File: src/rtl/port_pattern_driver_if.sv
// Handshake bundle for port_pattern_driver: pattern input stream and response output stream.
// The master side is the producer/consumer environment; the slave side is the driver block.
interface port_pattern_driver_if;
  logic       in_valid;
  logic       in_ready;
  logic [1:0] in_pat;
  logic       resp_valid;
  logic       resp_ready;
  logic [3:0] resp_data;

  modport master (
    output in_valid, in_pat, resp_ready,
    input  in_ready, resp_valid, resp_data
  );

  modport slave (
    input  in_valid, in_pat, resp_ready,
    output in_ready, resp_valid, resp_data
  );
endinterface

File: src/rtl/port_pattern_driver.sv
// Queues {c,d} drive patterns, applies each to a downstream port pair for HOLD cycles,
// then captures {c,d,a,b} as a response held until the consumer accepts it.
module port_pattern_driver #(
  parameter int DEPTH = 4,
  parameter int HOLD  = 3
) (
  input  logic                      clk,
  input  logic                      reset,
  port_pattern_driver_if.slave      bus,
  output logic                      c_out,
  output logic                      d_out,
  input  logic                      a_in,
  input  logic                      b_in,
  output logic [$clog2(DEPTH):0]    count,
  output logic                      busy
);

  localparam int AW = $clog2(DEPTH);
  localparam int CW = AW + 1;
  localparam int HW = $clog2(HOLD) + 1;

  typedef enum logic [1:0] {IDLE, DRIVE, RESP} state_t;

  state_t        r_state;
  logic [1:0]    r_mem [DEPTH];
  logic [AW-1:0] r_wr_ptr;
  logic [AW-1:0] r_rd_ptr;
  logic [CW-1:0] r_count;
  logic [HW-1:0] r_hold;
  logic          r_c;
  logic          r_d;
  logic          r_resp_valid;
  logic [3:0]    r_resp_data;

  logic          w_in_ready;
  logic          w_push;
  logic          w_pop;
  logic [1:0]    w_head;

  assign w_in_ready = (r_count < CW'(DEPTH));
  assign w_push     = bus.in_valid && w_in_ready;
  // Popping only from IDLE keeps a single pattern in flight.
  assign w_pop      = (r_state == IDLE) && (r_count != '0);
  assign w_head     = r_mem[r_rd_ptr];

  // NOTE: the storage array is deliberately not reset; pointers and count decide which entries are live.
  always_ff @(posedge clk) begin
    if (!reset && w_push) r_mem[r_wr_ptr] <= bus.in_pat;
  end

  always_ff @(posedge clk) begin
    if (reset) begin
      r_wr_ptr <= '0;
      r_rd_ptr <= '0;
      r_count  <= '0;
    end else begin
      if (w_push) r_wr_ptr <= r_wr_ptr + AW'(1);
      if (w_pop)  r_rd_ptr <= r_rd_ptr + AW'(1);
      case ({w_push, w_pop})
        2'b10:   r_count <= r_count + CW'(1);
        2'b01:   r_count <= r_count - CW'(1);
        default: r_count <= r_count;
      endcase
    end
  end

  always_ff @(posedge clk) begin
    if (reset) begin
      r_state      <= IDLE;
      r_hold       <= '0;
      r_c          <= 1'b0;
      r_d          <= 1'b0;
      r_resp_valid <= 1'b0;
      r_resp_data  <= '0;
    end else begin
      case (r_state)
        IDLE: begin
          if (w_pop) begin
            r_c     <= w_head[1];
            r_d     <= w_head[0];
            r_hold  <= HW'(HOLD - 1);
            r_state <= DRIVE;
          end
        end
        DRIVE: begin
          if (r_hold != '0) begin
            r_hold <= r_hold - HW'(1);
          end else begin
            r_resp_data  <= {r_c, r_d, a_in, b_in};
            r_resp_valid <= 1'b1;
            r_state      <= RESP;
          end
        end
        RESP: begin
          if (r_resp_valid && bus.resp_ready) begin
            r_resp_valid <= 1'b0;
            r_state      <= IDLE;
          end
        end
        default: r_state <= IDLE;
      endcase
    end
  end

  assign bus.in_ready   = w_in_ready;
  assign bus.resp_valid = r_resp_valid;
  assign bus.resp_data  = r_resp_data;
  assign c_out          = r_c;
  assign d_out          = r_d;
  assign count          = r_count;
  assign busy           = (r_state != IDLE) || (r_count != '0);

endmodule

File: src/flat_wrapper.sv
// flat-port wrapper written by rule: the top's interface ports become plain ports
module port_pattern_driver_flat 
#(
  parameter int DEPTH = 4,
  parameter int HOLD  = 3
)
  (clk, reset, c_out, d_out, a_in, b_in, count, busy, bus_in_valid, bus_in_pat, bus_resp_ready, bus_in_ready, bus_resp_valid, bus_resp_data);
  port_pattern_driver_if bus_i ();
  input  logic clk;
  input  logic reset;
  output logic c_out;
  output logic d_out;
  input  logic a_in;
  input  logic b_in;
  output logic [$clog2(DEPTH):0] count;
  output logic busy;
  input wire logic [$bits(bus_i.in_valid)-1:0] bus_in_valid;
  input wire logic [$bits(bus_i.in_pat)-1:0] bus_in_pat;
  input wire logic [$bits(bus_i.resp_ready)-1:0] bus_resp_ready;
  output wire logic [$bits(bus_i.in_ready)-1:0] bus_in_ready;
  output wire logic [$bits(bus_i.resp_valid)-1:0] bus_resp_valid;
  output wire logic [$bits(bus_i.resp_data)-1:0] bus_resp_data;
  assign bus_i.in_valid = bus_in_valid;
  assign bus_i.in_pat = bus_in_pat;
  assign bus_i.resp_ready = bus_resp_ready;
  assign bus_in_ready = bus_i.in_ready;
  assign bus_resp_valid = bus_i.resp_valid;
  assign bus_resp_data = bus_i.resp_data;
  port_pattern_driver #(.DEPTH(DEPTH), .HOLD(HOLD)) u_core (.clk(clk), .reset(reset), .bus(bus_i), .c_out(c_out), .d_out(d_out), .a_in(a_in), .b_in(b_in), .count(count), .busy(busy));
endmodule
File: config.mk
export PLATFORM = sky130hd
export DESIGN_NAME = port_pattern_driver_flat
export DESIGN_NICKNAME = d
export VERILOG_FILES = /design/src/rtl/port_pattern_driver_if.sv /design/src/rtl/port_pattern_driver.sv /design/src/flat_wrapper.sv
export SDC_FILE = /design/constraint.sdc
export NUM_CORES = 1
export LEC_CHECK = 0
export CORE_MARGIN = 4
export CORE_UTILIZATION = 52
export DETAILED_ROUTE_END_ITERATION = 8
export PLACE_DENSITY = 0.83
export SYNTH_ARGS = -nofsm -noshare
export SYNTH_HDL_FRONTEND = slang
export SYNTH_SLANG_ARGS = --single-unit
File: constraint.sdc
create_clock -name clk -period 2.57 [get_ports clk]
set_input_delay 0.514 -clock clk [delete_from_list [all_inputs] [get_ports clk]]
set_output_delay 0.514 -clock clk [all_outputs]
set_load 0.02 [all_outputs]
-- Yosys cells after proc, flatten, opt, wreduce, memory -nomap -nowiden
Memory sizes are Yosys's and may differ from the RTL's. A register that Yosys moved wholly into a read port is not among the register bits.
Cells that the tools add are included.
- register bits after elaboration: 17
- bits in latches: 0
- bits in writable memories: 8
- memory bits (read-only): 0
- output and inout port bits: 12
- word-level logic and storage cells: 54
- memories: 1
- add/sub/neg operators: 5
- $mul: 0
- divide/modulo/power cells: 0
- $lt $le $gt $ge: 1
- equal/unequal tests: 8
- shift operators: 0
- multiplexer cells: 13
- bitwise logic cells: 1
- reduce and logical (&&, ||, !) cells: 18
- memory list (memory ; words ; bits a word ; read ports ; clocked after Yosys merged registers in ; wr ports ; line ; source):
    u_core.r_mem ; 4 ; 2 ; 1 ; 1 ; 1 ; port_pattern_driver.sv:25 ; logic [1:0] r_mem [DEPTH];
- operators with widths (operator ; number):
    $pmux W3 S2 ; 2
    $reduce_and A3 Y1 ; 3
    $reduce_bool A2 Y1 ; 4
    $mux W2 ; 3
    $mux W3 ; 2
    $ne A2 B1 Y1 const B ; 3
    $pmux W2 S3 ; 1
    $reduce_bool A3 Y1 ; 2
    $sub A3 B1 Y3 const B ; 2
    $add A2 B1 Y2 const B ; 2
    $eq A2 B1 Y1 const B ; 2
    $eq A2 B2 Y1 const B ; 2
    $logic_and A1 B1 Y1 ; 4
    $mux W1 ; 4
    $reduce_and A2 Y1 ; 2
    $add A3 B1 Y3 const B ; 1
    $lt A3 B3 Y1 const B ; 1
    $logic_not A2 Y1 ; 1
    $ne A2 B2 Y1 const B ; 1
    $pmux W1 S2 ; 1
    $logic_not A1 Y1 ; 1
    $logic_or A1 B1 Y1 ; 1
    $not A1 Y1 ; 1

-- Longest topological paths before layout
Gate-level depths: netlist of run 1.
- depth in word-level cells: 5
- gate-level depth with buffers: 10
- mapped depth without buffers: 10

-- Least setup slack after synthesis of run 1
No wires, ideal clock.
- kind: reg-to-reg
- start point: register u_core.r_count[2] (netlist: u_core.count[2])
- end point: register u_core.r_count[2] (netlist: u_core.count[2])
- setup time: 0.070 ns
- arrival: 2.180 ns
- setup slack: 0.320 ns
- stages on the path, launching flop included: 9
- cells stage by stage: dfxtp_1 > and2b_1 > inv_1 > ha_1 > inv_1 > fa_1 > xor2_1 > or3_2 > a21oi_1
- longest elaborated chain between the ends: 4
- elaborated cells on any way between the ends: 10
- classes of those cells: add/sub (2); order compare (1); eq/ne (2); mux (1); reduce/logical (4)
- ends and longest elaborated chain (item ; line ; source):
    start: declaration ; port_pattern_driver.sv:28 ; logic [CW-1:0] r_count;
    start signal: assignment ; port_pattern_driver.sv:60 ; 2'b10: r_count <= r_count + CW'(1);
    start signal: assignment ; port_pattern_driver.sv:61 ; 2'b01: r_count <= r_count - CW'(1);
    start signal: assignment ; port_pattern_driver.sv:62 ; default: r_count <= r_count;
    $lt A3 B3 Y1 / $reduce_bool A3 Y1 (equally long branches) ; port_pattern_driver.sv:40, port_pattern_driver.sv:43 ;
    $logic_and A1 B1 Y1 (on tied branches) ; port_pattern_driver.sv:41, port_pattern_driver.sv:43 ;
    $eq A2 B1 Y1 / $eq A2 B2 Y1 (equally long branches) ; port_pattern_driver.sv:59 ; case ({w_push, w_pop})
    $pmux W3 S2 / $reduce_bool A2 Y1 (equally long branches) ; n/a ;
Several ways; a longest one is shown, not always the timed one.
A chain may end at the register's enable or synchronous reset.

-- Final worst setup path of run 1
- start point: register u_core.r_state[1]
- end point: register u_core.r_count[2] (netlist: u_core.count[2])
- longest elaborated chain between the ends: 4
- elaborated cells on any way between the ends: 6
- classes of those cells: eq/ne (2); mux (1); reduce/logical (3)
- ends and longest elaborated chain (item ; line ; source):
    start: declaration ; port_pattern_driver.sv:24 ; state_t r_state;
    start signal: assignment ; port_pattern_driver.sv:69 ; r_state <= IDLE;
    start signal: assignment ; port_pattern_driver.sv:82 ; r_state <= DRIVE;
    start signal: assignment ; port_pattern_driver.sv:91 ; r_state <= RESP;
    $logic_not A2 Y1 * ; port_pattern_driver.sv:43 ; assign w_pop = (r_state == IDLE) && (r_count != '0);
    $logic_and A1 B1 Y1 * ; port_pattern_driver.sv:43 ;
    net u_core.w_pop ; port_pattern_driver.sv:37 ; logic w_pop;
    $eq A2 B1 Y1 / $eq A2 B2 Y1 (equally long branches) ; port_pattern_driver.sv:59 ;
    $pmux W3 S2 / $reduce_bool A2 Y1 (equally long branches) ; n/a ;
Mark *: on every way through the listed nets, which the timed path passes. The rest lies on a longest branch.

==> flow_summary.yaml, run 1 <==
timing:
  final-hold-violation-count: 0
  setup_viol: 0
  max_freq_mhz: 433.9
  rsz0062_at_grt: "no"
  report.final.slew_viol_count: 0
  min_period_over_period: 0.8969
  max_slew_margin: 0.7213
  hold_ws_ns: 0.5146
  tightest_slew_ns: 0.4128
  clock_skew_ns: 0.006788
  fin_crit_ns: 2.305
global_routing:
  grt_first_pass_wirelength_mm: 4.029
  overflow: 0
  grt.total_usage: 0.1522
  antenna_found_initial: 0
  grt_pass1_vias: 954
  grt_max_degree: 21
cts:
  cts_sinks: 27
  cts_made_buffers: 3
  cts_tree: "built"
  cts_hold_buf: 0
  clkSlewWorstSetupHoldPaths_ns: 0.15
  cts-root-buf: "clkbuf_4"
  clk_latency_ns: 0.33
  cts_max_path_buffers: 2
  h-tree-depth: 1
worst_setup_path:
  reg2reg_slack_ns: 0.27
  cp_data_required_time_ns: 2.84
  critPathArrivalTime_ns: 2.58
  startpoint: "u_core.r_state[1]$_SDFFE_PP0P_"
  slowest_stage: "or3_2"
  cpPeakStageDelay_ns: 0.40
  path_cells: "inv_1 -> ha_2 -> o31ai_4 -> inv_1 -> ha_1 -> inv_1 -> fa_1 -> xor2_1 -> or3_2 -> a21oi_1"
  reg2reg_from: "u_core.r_state[1]$_SDFFE_PP0P_"
  worst_setup_path_start_kind: "flip-flop"
  endpoint_kind: "flip-flop"
  path_class: "flip-flop to flip-flop"
  cp_max_fo: 5
  timing.critical_path.mode_cell: "inv_1"
flow_run:
  maxCapViolCount: 0
synthesis:
  synth_compound_area_frac: 0.1045
  synthFlopType: "dfxtp_1"
  synth.area.top_cells: "dfxtp_1, edfxtp_1, ha_1, mux2i_1, nor2_1"
  ys_async_sr_fraction: 0
  synthMostInstantiatedCell: "dfxtp_1"
  ys_types: 37
  syn-mean-instance-area_um2: 10.90
  synth_top_area_frac: 0.2836
  synth_fp_nets: 142
  synthSimpleGateAreaFrac: 0.1483
  synth.area.mux_share: 0.09422
  ys_seq_area_frac: 0.4627
  yosys.area.top_type: "dfxtp_1"
  ys_ff_latch: 27
  synth_xor_area_frac: 0.03265
  synth_area_um2: 1341
  syn_inst: 123
  synth_top_family_by_area: "simple AND/OR/NAND/NOR gates"
  synth_warnings: 0
  synth_top_cells_by_count: "dfxtp_1, nor2_1, inv_1"
  synth_edf_count: 8
  synth_fa_ha_area_frac: 0.1082
power_and_ir_drop:
  p_leak_nw: 0.6506
  p_per_area_nw_per_um2: 1079
  vdd_ir_drop_max_mv: 0.7419
  p_total_mw: 1.740
die:
  die_height_um: 58.79
  ioPinCount: 20
  core_area_um2: 2477
  start_util: 0.5414
  die_area_um2: 3456
  die_w_um: 58.79
  placementRows: 18
routing:
  met1_length_mm: 1.025
  vias: 969
  detail-route-antenna-nets: 0
  route.met3.wl_um: 112
  vias_per_cell: 5.506
  drt-total-wl_mm: 2.403
  top_layer: "met4"
  drt-initial-drc-count: 26
  met2WireLength_mm: 1.202
  drt_pass1_iterations: 4
  drcViolationCount: 0
  avgRoutedWirePerCell_um: 13.65
placed_design:
  gp_congestion: 0.8084
  io_buffers: 19
  place_inst: 171
  dp_hpwl_mm: 1.803
cells_and_area:
  area_growth_pct: 20.24
  drive_above_1_share: 0.1096
  multiInputGateArea_um2: 656.9
  final_util: 0.6510
  regArea_um2: 620.6
  n_antenna_cell: 0
  final-instance-count-excl-fill: 176
  fillCellCount: 196
  nets: 166
min_path:
  hold_class: "flip-flop to flip-flop"
  hp-start: "u_core.r_hold[1]$_SDFFE_PP0P_"
outcome:
  status: "finished clean"
==> final cells by class <==
class,count,share of cell area
inverters,14,0.03258
clock buffers,3,0.01396
clock inverters,1,0.004655
repair buffers,22,0.1334
multi-input cells,79,0.4073
flip-flops and latches,27,0.3848
well taps,30,0.02327
==> final timing paths <==
path,end,cells past startpoint
setup / recovery,u_core.count[2]$_SDFFE_PP0P_,10
hold / removal,u_core.r_hold[1]$_SDFFE_PP0P_,2
setup reg to reg,u_core.count[2]$_SDFFE_PP0P_,10
hold reg to reg,u_core.r_hold[1]$_SDFFE_PP0P_,2
==> worst max-delay path: cells and delay by family, from the launching register on <==
kind,cells,cell delay [ns]
compound gates,2,0.28
xor+xnor,1,0.16
fa+ha+maj,3,0.80
buf+inv,3,0.24
flops,1,0.36
simple gates,1,0.40
==> layout by cell type (no fill, tap or decap), drive strengths merged, types with 2 or more instances in the layout <==
cell	n
mux4	2
nand2b	4
o21ai	3
xor2	4
clkbuf	3
clkdlybuf4s50	18
a21oi	5
dfxtp	19
ha	10
buf	3
a221oi	2
nand2	4
nor2	15
edfxtp	8
and2	4
mux2i	7
inv	14
==> report_power, final <==
part | switching [mW] | internal [mW]
clock network | 0.133 | 0.0597
registers | 0.101 | 0.532
logic | 0.466 | 0.448
==> per-layer routing <==
| layer | up-vias | GRT usage |
|---|---|---|
| met2 | 23 | 0.2618 |
| met4 | 0 | 0.08738 |
| met1 | 464 | 0.1694 |
| met5 | - | 0 |
| met3 | 7 | 0.03728 |
| li1 | 475 | - |
==> state kept, by name, indices dropped and copies added, names as in the netlist <==
name / cells
u_core.r_mem: 8
u_core.d_out: 1
u_core.bus.resp_data: 4
u_core.r_hold: 3
u_core.r_rd_ptr: 2
u_core.count: 3
u_core.c_out: 1
u_core.bus.resp_valid: 1
u_core.r_state: 2
u_core.r_wr_ptr: 2
==> stage by stage <==
stage | setup WS [ns] | cell area [µm²] | TNS (ns)
global placement | 0.08754 | 1570 | 0
finish | 0.2651 | 1613 | 0
global route | 0.09761 | 1613 | 0
detailed placement | -0.003658 | 1570 | -0.003658
CTS | 0.06284 | 1608 | 0
floorplan | 0.3204 | 1341 | 0
==> cell families after synthesis <==
logic type,after synthesis
AND/OR/NAND/NOR,35
flip-flops,27
AO/OA/AOI/OAI,18
buffers and inverters,17
adder cells (fa/ha/maj),11
multiplexers,10
XOR/XNOR,5
==> repair_timing <==
item | 4_1_cts | 5_1_grt
endpoints found under the setup margin | 1 | 1
gates cloned | 0 | 0
gates resized for setup | 0 | 2
setup buffers | 1 | 0
Power figures use the tool's default switching activity.
==> run 2: changes to the inputs <==
--- a/config.mk
+++ b/config.mk
@@ -9,6 +9,7 @@
 export CORE_UTILIZATION = 52
 export DETAILED_ROUTE_END_ITERATION = 8
 export PLACE_DENSITY = 0.83
+export SLEW_MARGIN = 20
 export SYNTH_ARGS = -nofsm -noshare
 export SYNTH_HDL_FRONTEND = slang
 export SYNTH_SLANG_ARGS = --single-unit
==> results of run 2 <==
Final layout, timing and power as in run 1 (identical DEF).
==> run 3: changes to the inputs <==
==> constraint.sdc (replaced) <==
create_clock -name clk -period 2.3 [get_ports clk]
set_input_delay 0.46 -clock clk [delete_from_list [all_inputs] [get_ports clk]]
set_output_delay 0.46 -clock clk [all_outputs]
set_load 0.02 [all_outputs]
==> flow_summary.yaml, run 3 (synthesis gave the netlist of run 1 again) <==
worst_setup_path:
  critPathBufInv: 3
  startpoint: "bus_in_valid"
  path_class: "input port to flip-flop"
  timing.critical_path.mode_cell: "inv_1"
  timing.reg2reg.worst_path_depth: 10
  slowest_stage: "or3_2"
  cp_top_family: "simple AND/OR/NAND/NOR gates"
  cpPeakStageDelay_ns: 0.41
  reg2reg_to: "u_core.count[2]$_SDFFE_PP0P_"
  cp_data_required_time_ns: 2.56
  setup.worst_path.end: "u_core.count[2]$_SDFFE_PP0P_"
  crit_cells: 9
  reg2reg_slack_ns: 0.18
  path_cells: "clkdlybuf4s50_1 -> and2b_1 -> inv_1 -> ha_1 -> inv_1 -> fa_1 -> xor2_1 -> or3_2 -> a21oi_1"
  endpoint_kind: "flip-flop"
  critPathArrivalTime_ns: 2.43
  worst_setup_path_start_kind: "input port"
  cp_max_fo: 2
  reg2reg_from: "u_core.r_state[1]$_SDFFE_PP0P_"
cts:
  cts_max_path_buffers: 2
  cts_sinks: 27
  clk_latency_ns: 0.32
  clkSlewWorstSetupHoldPaths_ns: 0.14
  cts_tree: "built"
  cts-root-buf: "clkbuf_4"
  cts_made_buffers: 3
  h-tree-depth: 1
routing:
  vias: 964
  vias_per_cell: 5.326
  detail-route-antenna-nets: 0
  drcViolationCount: 0
  drt-initial-drc-count: 32
  drt_pass1_iterations: 4
  drt-total-wl_mm: 2.460
  avgRoutedWirePerCell_um: 13.59
placed_design:
  gp_congestion: 0.8160
  io_buffers: 19
  dp_hpwl_mm: 1.892
die:
  die_height_um: 58.79
  core_area_um2: 2477
  placementRows: 18
  ioPinCount: 20
  start_util: 0.5414
  die_area_um2: 3456
  die_w_um: 58.79
timing:
  setup_tns_ns: 0
  final-hold-violation-count: 0
  clock_skew_ns: 0.003181
  min_period_over_period: 0.9441
  fin_crit_ns: 2.171
  tightest_slew_ns: 0.4294
  max_slew_margin: 0.7137
  report.final.slew_viol_count: 0
  setup_viol: 0
  rsz0062_at_grt: "no"
  max_freq_mhz: 460.5
cells_and_area:
  n_antenna_cell: 0
  layout_commonest_cell: "clkdlybuf4s50_1"
  drive_above_1_share: 0.1656
  fillCellCount: 206
  largest_register_ff_count: 8
  mostFrequentLayoutCells: "clkdlybuf4s50_1, dfxtp_1, nor2_1, inv_1, ha_1"
  nets: 171
  top_register: "u_core.r_mem"
  final_util: 0.6697
  area_growth_pct: 23.69
global_routing:
  grt.total_usage: 0.1620
  overflow: 0
  grt_pass1_vias: 946
  antenna_found_initial: 0
  grt_first_pass_wirelength_mm: 4.284
  grt_max_degree: 21
min_path:
  hold_class: "flip-flop to flip-flop"
  hold_depth: 2
power_and_ir_drop:
  p_leak_nw: 0.6706
  p_total_mw: 2.019
  vdd_ir_drop_max_mv: 0.9494
  p_per_area_nw_per_um2: 1217
flow_run:
  maxCapViolCount: 0
outcome:
  status: "finished clean"
run 3: worst min path at each step:
stage | from | end | slack [ns]
after floorplan | u_core.r_hold[1]$_SDFFE_PP0P_ | u_core.r_hold[1]$_SDFFE_PP0P_ | 0.46
after global placement | u_core.bus.resp_data[1]$_SDFFE_PP0P_ | u_core.bus.resp_data[1]$_SDFFE_PP0P_ | 0.48
after detailed placement | u_core.r_hold[1]$_SDFFE_PP0P_ | u_core.r_hold[1]$_SDFFE_PP0P_ | 0.48
after CTS | u_core.r_hold[1]$_SDFFE_PP0P_ | u_core.r_hold[1]$_SDFFE_PP0P_ | 0.50
after global routing | u_core.r_state[1]$_SDFFE_PP0P_ | u_core.r_state[1]$_SDFFE_PP0P_ | 0.53
final | u_core.r_hold[1]$_SDFFE_PP0P_ | u_core.r_hold[1]$_SDFFE_PP0P_ | 0.49
run 3: per-stage QoR:
step / cells / hold slack, ns / cell area, µm² / worst slack (ns)
6_report: 181 / 0.4946 / 1659 / 0.1286
5_1_grt: 181 / 0.5343 / 1659 / 0.01314
4_1_cts: 180 / 0.5009 / 1639 / 0.06868
3_5_place_dp: 175 / 0.4803 / 1600 / -0.2064
3_3_place_gp: 175 / 0.4763 / 1600 / -0.08251
2_1_floorplan: 123 / 0.4607 / 1341 / 0.05039
run 3: what timing repair did:
action / 4_1_cts / 5_1_grt
hold buffers: 0 / 0
gates resized for setup: 2 / 5
setup endpoints to repair: 1 / 2
pin swaps: 0 / 1
buffers inserted: 1 / 1
run 3: worst reg2reg max path, delay by kind of cell, from the launching register on:
kind | cells | cell delay, ns
compound gates | 2 | 0.22
fa+ha+maj | 3 | 0.71
buf+inv | 3 | 0.21
xor+xnor | 1 | 0.16
flops | 1 | 0.37
simple gates | 1 | 0.41
run 3: area by class of cell:
class / instances / area [µm²] / area share
Inverter: 14 / 52.55 / 0.03167
Timing Repair Buffer: 27 / 249.0 / 0.1501
Clock buffer: 3 / 22.52 / 0.01357
Sequential cell: 27 / 623.1 / 0.3756
Tap cell: 30 / 37.54 / 0.02262
Multi-Input combinational cell: 79 / 666.9 / 0.4020
Clock inverter: 1 / 7.507 / 0.004525
run 3: power breakdown:
part | switching, mW | internal [mW]
registers | 0.112 | 0.598
clock network | 0.140 | 0.0664
logic | 0.546 | 0.556
run 3: metal layers:
layer  GRT usage  wire length [µm]  vias up  part of all wire
met5           0                 0        -                 0
met4     0.05825                35        0             0.014
met3     0.03289                99        4             0.040
met2      0.2729              1287       16              0.52
met1      0.2047              1039      464              0.42
li1            -                 -      480                 -
